===== src/rtl/div_pkg.sv =====
// Shared types and sizing constants for the iterative divider.
// Latency: n/a (declarations only).
// Backpressure: n/a.
package div_pkg;

    // Default operand/result width of the divider.
    localparam int DIV_WIDTH = 64;

    // Iteration counter width: must be able to hold the value DIV_WIDTH itself.
    localparam int CNT_W = $clog2(DIV_WIDTH + 1);

    // Control states: waiting for a request, iterating, presenting the result.
    typedef enum logic [1:0] {
        IDLE = 2'd0,
        BUSY = 2'd1,
        DONE = 2'd2
    } div_state_t;

endpackage


===== src/rtl/div_step.sv =====
// One restoring-division iteration: shift in a dividend bit, trial-subtract, commit.
// Latency: purely combinational.
// Backpressure: none; the caller decides when to register the result.
module div_step
    import div_pkg::*;
#(
    parameter int WIDTH = DIV_WIDTH
) (
    input  logic [WIDTH-1:0] rem_dat,
    input  logic             dvd_msb,
    input  logic [WIDTH-1:0] divisor,
    output logic [WIDTH-1:0] rem_nxt,
    output logic             q_bit
);

    logic [WIDTH:0] shifted;
    logic [WIDTH:0] trial;

    // Shift the partial remainder left, pull in the next dividend bit and try the subtract.
    // When the shifted value already has its top bit set it exceeds any WIDTH-bit divisor,
    // so the commit is forced; otherwise trial[WIDTH] is the borrow of the subtract.
    always_comb begin
        shifted = {rem_dat, dvd_msb};
        trial   = shifted - {1'b0, divisor};
        q_bit   = shifted[WIDTH] | ~trial[WIDTH];
        rem_nxt = q_bit ? trial[WIDTH-1:0] : shifted[WIDTH-1:0];
    end

endmodule


===== src/rtl/iterative_divider.sv =====
// Unsigned restoring divider, one quotient bit per cycle, MSB first.
// Latency: accept edge E0, WIDTH iteration edges, valid_out for one cycle after edge E(WIDTH).
// Backpressure: none; valid_in is only sampled in IDLE, the requester stalls until valid_out.
module iterative_divider
    import div_pkg::*;
#(
    parameter int WIDTH = DIV_WIDTH
) (
    input  logic             clk,
    input  logic             rst,
    input  logic             valid_in,
    input  logic [WIDTH-1:0] dividend,
    input  logic [WIDTH-1:0] divisor,
    output logic [WIDTH-1:0] quotient,
    output logic [WIDTH-1:0] remainder,
    output logic             valid_out,
    output logic             busy
);

    // Counter is sized to hold WIDTH itself (CNT_W for the default width).
    localparam int CNT_BITS = $clog2(WIDTH + 1);
    // Counter value on the edge that performs the final iteration; the counter
    // reaches WIDTH on that same edge, which is also the DONE-entry edge.
    localparam logic [CNT_BITS-1:0] LAST_CNT = CNT_BITS'(WIDTH - 1);

    div_state_t           state_q;
    div_state_t           state_nxt;
    logic                 accept;
    logic                 last_iter;

    logic [CNT_BITS-1:0]  cnt_q;
    logic [WIDTH-1:0]     dvd_q;
    logic [WIDTH-1:0]     dsr_q;
    logic [WIDTH-1:0]     rem_q;
    logic [WIDTH-1:0]     quo_q;

    logic [WIDTH-1:0]     rem_step;
    logic                 q_bit;
    logic [WIDTH-1:0]     quo_step;

    div_step #(
        .WIDTH   (WIDTH)
    ) u_step (
        .rem_dat (rem_q),
        .dvd_msb (dvd_q[WIDTH-1]),
        .divisor (dsr_q),
        .rem_nxt (rem_step),
        .q_bit   (q_bit)
    );

    assign quo_step = (quo_q << 1) | WIDTH'(q_bit);

    // State register; reset wins over any pending request.
    always_ff @(posedge clk) begin
        if (rst) begin
            state_q <= IDLE;
        end else begin
            state_q <= state_nxt;
        end
    end

    // Next-state decode plus the handshake outputs derived from the current state.
    always_comb begin
        state_nxt = state_q;
        accept    = 1'b0;
        last_iter = 1'b0;
        valid_out = 1'b0;
        busy      = 1'b0;
        case (state_q)
            IDLE: begin
                if (valid_in) begin
                    accept    = 1'b1;
                    state_nxt = BUSY;
                end
            end
            BUSY: begin
                busy = 1'b1;
                if (cnt_q == LAST_CNT) begin
                    last_iter = 1'b1;
                    state_nxt = DONE;
                end
            end
            DONE: begin
                // Single-cycle result strobe; valid_in is ignored here, so a held
                // request is picked up again only once IDLE has been re-entered.
                busy      = 1'b1;
                valid_out = 1'b1;
                state_nxt = IDLE;
            end
            default: begin
                state_nxt = IDLE;
            end
        endcase
    end

    // Datapath: capture operands on accept, iterate in BUSY, publish results on DONE entry.
    always_ff @(posedge clk) begin
        if (rst) begin
            cnt_q     <= '0;
            dvd_q     <= '0;
            dsr_q     <= '0;
            rem_q     <= '0;
            quo_q     <= '0;
            quotient  <= '0;
            remainder <= '0;
        end else if (accept) begin
            cnt_q <= '0;
            dvd_q <= dividend;
            dsr_q <= divisor;
            rem_q <= '0;
            quo_q <= '0;
        end else if (state_q == BUSY) begin
            cnt_q <= cnt_q + CNT_BITS'(1);
            dvd_q <= dvd_q << 1;
            rem_q <= rem_step;
            quo_q <= quo_step;
            if (last_iter) begin
                // Take the final bit straight from the step so results land with DONE.
                quotient  <= quo_step;
                remainder <= rem_step;
            end
        end
    end

endmodule


===== config.mk =====
export PLATFORM = sky130hd
export DESIGN_NAME = iterative_divider
export DESIGN_NICKNAME = d
export VERILOG_FILES = /design/src/rtl/div_pkg.sv /design/src/rtl/div_step.sv /design/src/rtl/iterative_divider.sv
export SDC_FILE = /design/constraint.sdc
export NUM_CORES = 1
export LEC_CHECK = 0
export ABC_AREA = 0
export CAP_MARGIN = 20
export CORE_MARGIN = 4
export CORE_UTILIZATION = 50
export CTS_CLUSTER_SIZE = 20
export DETAILED_ROUTE_END_ITERATION = 7
export GPL_TIMING_DRIVEN = 0
export HOLD_SLACK_MARGIN = 0.1
export PLACE_DENSITY_LB_ADDON = 0.1
export SLEW_MARGIN = 15
export SYNTH_ARGS = -nofsm -noshare
export SYNTH_HDL_FRONTEND = slang
export SYNTH_SLANG_ARGS = --single-unit

===== constraint.sdc =====
create_clock -name clk -period 3.32 [get_ports clk]
set_clock_uncertainty 0.1 [all_clocks]
set_input_delay 0.498 -clock clk [delete_from_list [all_inputs] [get_ports clk]]
set_output_delay 0.498 -clock clk [all_outputs]
set_load 0.005 [all_outputs]

==> qor.log <==
qor: floorplan.ios 261
qor: setup_path.cp.arrival 3840 ps
qor: setup_path.critical-path-max-stage-delay 440 ps
qor: synth.synth_enable_flop_cells 0
qor: finish.layoutNonFillerInstCount 3090
qor: synth.yosysWarnings 0
qor: synth.post_synth_instance_area 18700 um2
qor: global_route.vias_in_the_first_global_route 16900
qor: drt.drt_iter0_drc 1081
qor: synth.post-synth-top-area-cell sky130_fd_sc_hd__dfxtp_1
qor: drt.first_pass_iters 5
qor: setup_path.cp_data_required_time 3650 ps
qor: drt.drc 0
qor: drt.route.detailed.vias_per_inst 5.60
qor: sta.period_minus_slack 3520 ps
qor: global_route.wire_length_of_the_first_global_routing_pass 90100 um
qor: outcome.violations_in_the_final_reports setup timing
qor: clocking.clock_sinks 392
qor: placed_design.place_worst_setup_slack -773 ps
qor: synth.syn_nets 2460
qor: clocking.worst_setup_hold_path_clk_slew 60 ps
qor: worst_hold_path.hold_class reg -> reg
qor: flow_run.max-cap-violations 0
qor: sta.final_max_slew_viol_count 0
qor: floorplan.die_w 201 um
qor: synth.dominantRegCellSynth sky130_fd_sc_hd__dfxtp_1
qor: synth.ys_async_sr_fraction 0%
qor: sta.setup_viol 125
qor: global_route.grt_max_degree 14
qor: power_and_ir_drop.post-layout-total-power 17.9 mW
qor: global_route.global_route.overflow_total 0
qor: clocking.clockBufferDepth 3
qor: clocking.numCtsBuffers 42
qor: global_route.antenna_violations_before_repair 4
qor: placed_design.port_buffers 260
qor: synth.post-synth-top-count-cell sky130_fd_sc_hd__dfxtp_1
qor: setup_path.end_kind register
qor: placed_design.postPlaceCellArea 21900 um2
qor: setup_path.timing_worst_setup_path_type reg -> reg
qor: drt.via_count 17300
qor: drt.ant_nets 0
qor: setup_path.cell_chain_critical_path inv_2 -> ha_4 -> fa_2 -> nand2b_4 -> a21o_4 -> a2111oi_4 -> nor3_4 -> a211oi_2 -> o21ai_1 -> a31oi_2 -> buf_6 -> buf_12 -> buf_12 -> mux2i_4 -> a211oi_2
qor: synth.ys_seq_area_share 42.0%
qor: sta.timing_hold_violations_final 0
qor: sta.worstMarginPinSlew 1170 ps
qor: finish.num-nets-final 2792
qor: power_and_ir_drop.ir_worst_vdd 0.000418 V
qor: finish.stdcell_area 25000 um2
qor: floorplan.floorplan.core_area 36700 um2
qor: sta.final.setup.tns -14230 ps
qor: sta.hold-worst-slack 354 ps
qor: sta.grt_setup_unrepaired true
qor: clocking.clock_insertion_delay_worst_skew 590 ps
qor: setup_path.cp_max_fo 7
qor: drt.wirelength 57700 um
qor: placed_design.numPlacedInstances 2987
qor: sta.worst_max_slew_margin_expressed_relative_to_the_limit 22.0%
qor: floorplan.row_count 70
qor: finish.syn_to_final_growth 34.1%
qor: placed_design.place_congestion 0.892
qor: floorplan.initial_core_utilization 50.9%
qor: floorplan.fp.dieArea 40500 um2
qor: drt.routed_wire_length_per_instance 18.7 um
qor: clocking.tritoncts yes
qor: sta.max_freq 0.284 GHz
qor: power_and_ir_drop.power_density 715 nW/um2
qor: sta.post-route-period-util 106%
qor: clocking.cts_htree_levels 2
qor: synth.netlist_instances 2259
qor: synth.synth_top_area_share 42.0%
qor: setup_path.worst_setup_path_start_kind register
qor: synth.synth.cells.most_frequent 392 x sky130_fd_sc_hd__dfxtp_1, 346 x sky130_fd_sc_hd__nand2_1, 313 x sky130_fd_sc_hd__a21oi_1
qor: finish.final_core_utilization 68.2%
qor: outcome.run_status finished, violations left
qor: placed_design.post-dp-hpwl 41900 um
qor: finish.drive_gt1_share 11.3%
qor: synth.ys_seq_elements 392
qor: global_route.global_route.usage.total 27.0%
qor: setup_path.cpMaxStageDelayCell sky130_fd_sc_hd__a2111oi_4
qor: floorplan.die-height 201 um
qor: sta.finalWorstSetupSlack -196 ps
qor: synth.synth_top_cells_by_area sky130_fd_sc_hd__dfxtp_1 42%, sky130_fd_sc_hd__mux2i_1 9.7%, sky130_fd_sc_hd__a21oi_1 8.4%
qor: synth.avgSynthCellArea 8.27 um2
qor: clocking.cts.root.buffer_cell sky130_fd_sc_hd__clkbuf_16
qor: synth.synth.lib_cells_used.distinct 67
qor: power_and_ir_drop.p_leak 9.18 nW
## layer usage
| layer | vias to the layer above | track usage, % | routed length (um) |
|---|---|---|---|
| met5 | - | 0 | 42 |
| met4 | 8 | 7.35 | 1250 |
| met3 | 85 | 6.00 | 3840 |
| met2 | 457 | 44.6 | 26800 |
| met1 | 8222 | 35.9 | 25700 |
| li1 | 8528 | - | - |
## what timing repair did
item	CTS	global route
cloned	6	2
hold buffers	0	0
buffers inserted	14	9
setup endpoints to repair	130	150
resized for setup	183	108
pin swaps	84	40
## cell type report
cell class | instances | area (um2)
fillers | 3008 | 11700
multi-input cells | 1629 | 11000
flip-flops and latches | 392 | 7850
repair buffers | 291 | 3050
clock buffers | 59 | 1220
plain buffers | 152 | 722
well taps | 468 | 586
inverters | 83 | 312
clock inverters | 15 | 253
diodes | 1 | 2.50
## worst paths after layout
kind / start / end / slack (ps) / cells after the start
max: dvd_q[63] / remainder[47] / -200 / 15
min: quotient[52] / quotient[52] / 350 / 2
max reg2reg: dvd_q[63] / remainder[47] / -200 / 15
min reg2reg: quotient[52] / quotient[52] / 350 / 2
## cell families (layout without fill, tap and decap cells)
kind of cell	count (synthesis)	count (layout)	synth area share [%]
xor+xnor	61	61	2.86
compound gates	681	681	21.6
mux	181	181	9.70
buf+inv	238	600	4.99
fa+ha+maj	70	70	4.73
other cells	0	1	0
flops	392	392	42.0
simple gates	636	636	14.1
## flip-flops by register name (all words and copies together) (netlist names)
signal,count
dsr_q,64
rem_q,64
quotient,64
remainder,64
dvd_q,64
quo_q,63
cnt_q,7
state_q,2
## cell usage in the layout (no fill, tap or decap), types with 17 or more instances in the layout
cell                              instances
sky130_fd_sc_hd__a211oi_1                71
sky130_fd_sc_hd__a21o_1                  26
sky130_fd_sc_hd__a21oi_1                244
sky130_fd_sc_hd__a21oi_2                 69
sky130_fd_sc_hd__a31oi_1                 21
sky130_fd_sc_hd__buf_1                   17
sky130_fd_sc_hd__clkbuf_1               123
sky130_fd_sc_hd__clkbuf_16               44
sky130_fd_sc_hd__clkdlybuf4s50_1        260
sky130_fd_sc_hd__dfxtp_1                390
sky130_fd_sc_hd__ha_1                    68
sky130_fd_sc_hd__inv_1                   81
sky130_fd_sc_hd__mux2i_1                130
sky130_fd_sc_hd__mux2i_4                 47
sky130_fd_sc_hd__nand2_1                338
sky130_fd_sc_hd__nand3_1                 19
sky130_fd_sc_hd__nor2_1                 192
sky130_fd_sc_hd__o21ai_0                150
sky130_fd_sc_hd__xnor2_1                 40
sky130_fd_sc_hd__xor2_1                  20
## power breakdown
group	total, mW	internal [mW]	switching (mW)
sequential	5.19	4.97	0.218
combinational	7.76	3.58	4.18
clock	4.95	2.98	1.98
## critical path, delay by kind of cell, from the launching register on
kind            cells  cell delay [ps]
compound gates      6             1370
fa+ha+maj           2              500
buf+inv             4              490
flops               1              370
mux                 1              290
simple gates        2              220
No activity file was read; power rests on OpenSTA's default activity.
==> patch (same settings) <==
The 3 states of `div_state_t` get a one-hot encoding in 3 bits.
--- a/src/rtl/div_pkg.sv
+++ b/src/rtl/div_pkg.sv
@@ -11,8 +11,8 @@
 
     // Control states: waiting for a request, iterating, presenting the result.
-    typedef enum logic [1:0] {
-        IDLE = 2'd0,
-        BUSY = 2'd1,
-        DONE = 2'd2
+    typedef enum logic [2:0] {
+        IDLE = 3'b001,
+        BUSY = 3'b010,
+        DONE = 3'b100
     } div_state_t;
 
Function: same outputs for any inputs over 4 cycles, from zero or initial values and one cycle with rst high; so few cycles prove little.
==> patch against the original RTL <==
  * Global-route usage grew 1.7 points
  * Fmax rose by 6.4%
  * Highest routed layer is now met4
  * Wire length up 5.7%
  * Critical path type unchanged
  * Setup slack gained 0.21 ns
  * Sequential share of layout area increased by 0.62 points
  * Sequential cell count up 1
  * Design area shrank 1.3%
  * Area after synthesis is 0.70% lower
  * Via count grew 6.5%
Power is not compared: it rests on default switching activity, and its combinational part moved more than twofold at a synthesized area within 25%.
==> patch: results (changes against the original RTL) <==
* Count of buffering cells on the critical path with inverters included: 1 (-3)
- The critical path starts at rem_q[2]$_SDFFE_PP0N_.
- Hold Crit Endpoint: dsr_q[10]$_SDFFE_PP0P_
- The estimated wirelength of the detail-placed design is 45.07 mm (+7.5%).
- The initial antenna violation count came to 1 (-3).
* Pre-antenna DRT Iters: 7 (+2)
- Cell types with the largest area share after synthesis: dfxtp_1, a21oi_1, nand2_1
- The maximum fanout along the worst path came to 4 (-3).
* Source of the worst hold timing path: dsr_q[10]$_SDFFE_PP0P_
- The number of design-rule violations left by the first detailed-router iteration was 1126 (+4.2%).
- The number of nets in the synthesized netlist was 2617 (+6.4%).
- CP arrival: 3.71 ns (-0.13 ns)
- The antenna diode count is 0 (-1).
- The global-route wire length before repair is 95.09 mm (+5.6%).
* Share of final-layout standard cells stronger than drive strength 1: 0.1227 (+0.009390)
- The flow ran to the end, and the final reports show no timing, DRC or antenna violations.
- Buffers added on ports: 259 (-0.38%)
* GRT Util Overall: 0.2874 (+0.01747)
* Commonest cells in the synthesized netlist: nand2_1, a21oi_1, dfxtp_1
- Endpoint of the most critical setup path: remainder[52]$_SDFFE_PP0P_
- Mean number of vias per cell: 5.676 (+1.4%)
* Part of the Yosys area used for sequential elements: 0.4243 (+0.004057)
* Routed wirelength normalized by instance count: 18.79 um (+0.56%)
- Number of library cell types mapped by synthesis: 64 (-4.5%)
- The clock-pin slew on the worst setup and hold paths is 0.06 ns (about the same).
- Weighted congestion reported at the end of routability-driven placement: 0.9278 (+4.0%)
- Internal reg-to-reg setup slack: 0.02 ns (+0.21 ns)
- Delay of the slowest cell on the worst path: 0.55 ns (+0.11 ns)
- Number of cells on the worst reg-to-reg path: 12 (-3)
- Remaining max-slew budget at the tightest pin: 0.2937 (+0.07320)
- The filler cell count in the final layout came to 3204 (+6.5%).
* Via count of the first global-routing pass: 17930 (+5.9%)
==> patch: cell count changes after synthesis, moves of 10 or more <==
| cell | change |
|---|---|
| a22oi_1 | +64 |
| nor3_1 | +12 |
| buf_1 | -16 |
| a21oi_1 | +91 |
| nand4_1 | +10 |
| a211oi_1 | +12 |
| nor2_1 | -13 |
| mux2i_1 | -164 |
| nand2_1 | +190 |
| clkbuf_1 | +38 |
| o21ai_0 | -74 |
==> patch: cell families after synthesis <==
| logic type | synth area share |
|---|---|
| xor gates and xnor gates | 0.02834 |
| muxes | 0.01039 |
| and+or+nand+nor | 0.1890 |
| AOI/OAI and AO/OA | 0.2435 |
| adders and majority gates | 0.04494 |
| DFF | 0.4243 |
| buffers and inverters | 0.05951 |
==> patch: per-layer routing <==
metal / global-route usage / share of wire
met5: 0 / 0
met4: 0.1032 / 0.031
met3: 0.06527 / 0.071
met2: 0.4835 / 0.47
met1: 0.3635 / 0.43
==> patch: worst reg2reg max path, stage by stage (launching register included) <==
cell	delay, ns
dfxtp_1	0.41
ha_4	0.24
o211ai_1	0.29
a21oi_4	0.09
o21ai_4	0.20
nor3_4	0.06
or4_4	0.55
a21o_1	0.25
a31oi_4	0.31
buf_4	0.20
xnor2_1	0.16
mux2i_4	0.12
a211oi_1	0.23
==> patch: final cells by class <==
type / count / area, um^2 / area share
inverter: 82 / 307.8 / 0.01245
buffer: 158 / 743.2 / 0.03007
tap: 468 / 585.6 / 0.02369
timing repair buffer: 312 / 3100 / 0.1254
multi-input combinational: 1758 / 10670 / 0.4317
clock buffer: 60 / 1210 / 0.04894
clock inverter: 16 / 196.4 / 0.007947
sequential: 393 / 7905 / 0.3198
==> patch: metrics by stage <==
| stage | cell area [um^2] | std cells | setup slack [ns] | hold WS (ns) |
|---|---|---|---|---|
| after CTS | 24010 | 3240 | -0.03517 | 0.3320 |
| final | 24720 | 3247 | 0.01570 | 0.3538 |
| after detailed placement | 21730 | 3148 | -0.6882 | 0.3478 |
| after global routing | 24720 | 3247 | -0.08492 | 0.3564 |
| after floorplan | 18540 | 2420 | 0.1304 | 0.3321 |
| after global placement | 21720 | 3147 | -1.217 | 0.3429 |
==> patch: report_power, final <==
part,switching [mW],internal (mW),total [mW]
sequential,0.0758,4.84,4.91
clock,2.01,2.80,4.82
combinational,1.48,1.09,2.57
total,3.57,8.73,12.3
==> patch: timing repair <==
action / 4_1_cts / 5_1_grt
endpoints found under the setup margin: 188 / 130
pin swaps: 36 / 49
cloned: 4 / 0
buffers inserted: 25 / 23
resized for setup: 142 / 140
hold buffers: 0 / 0
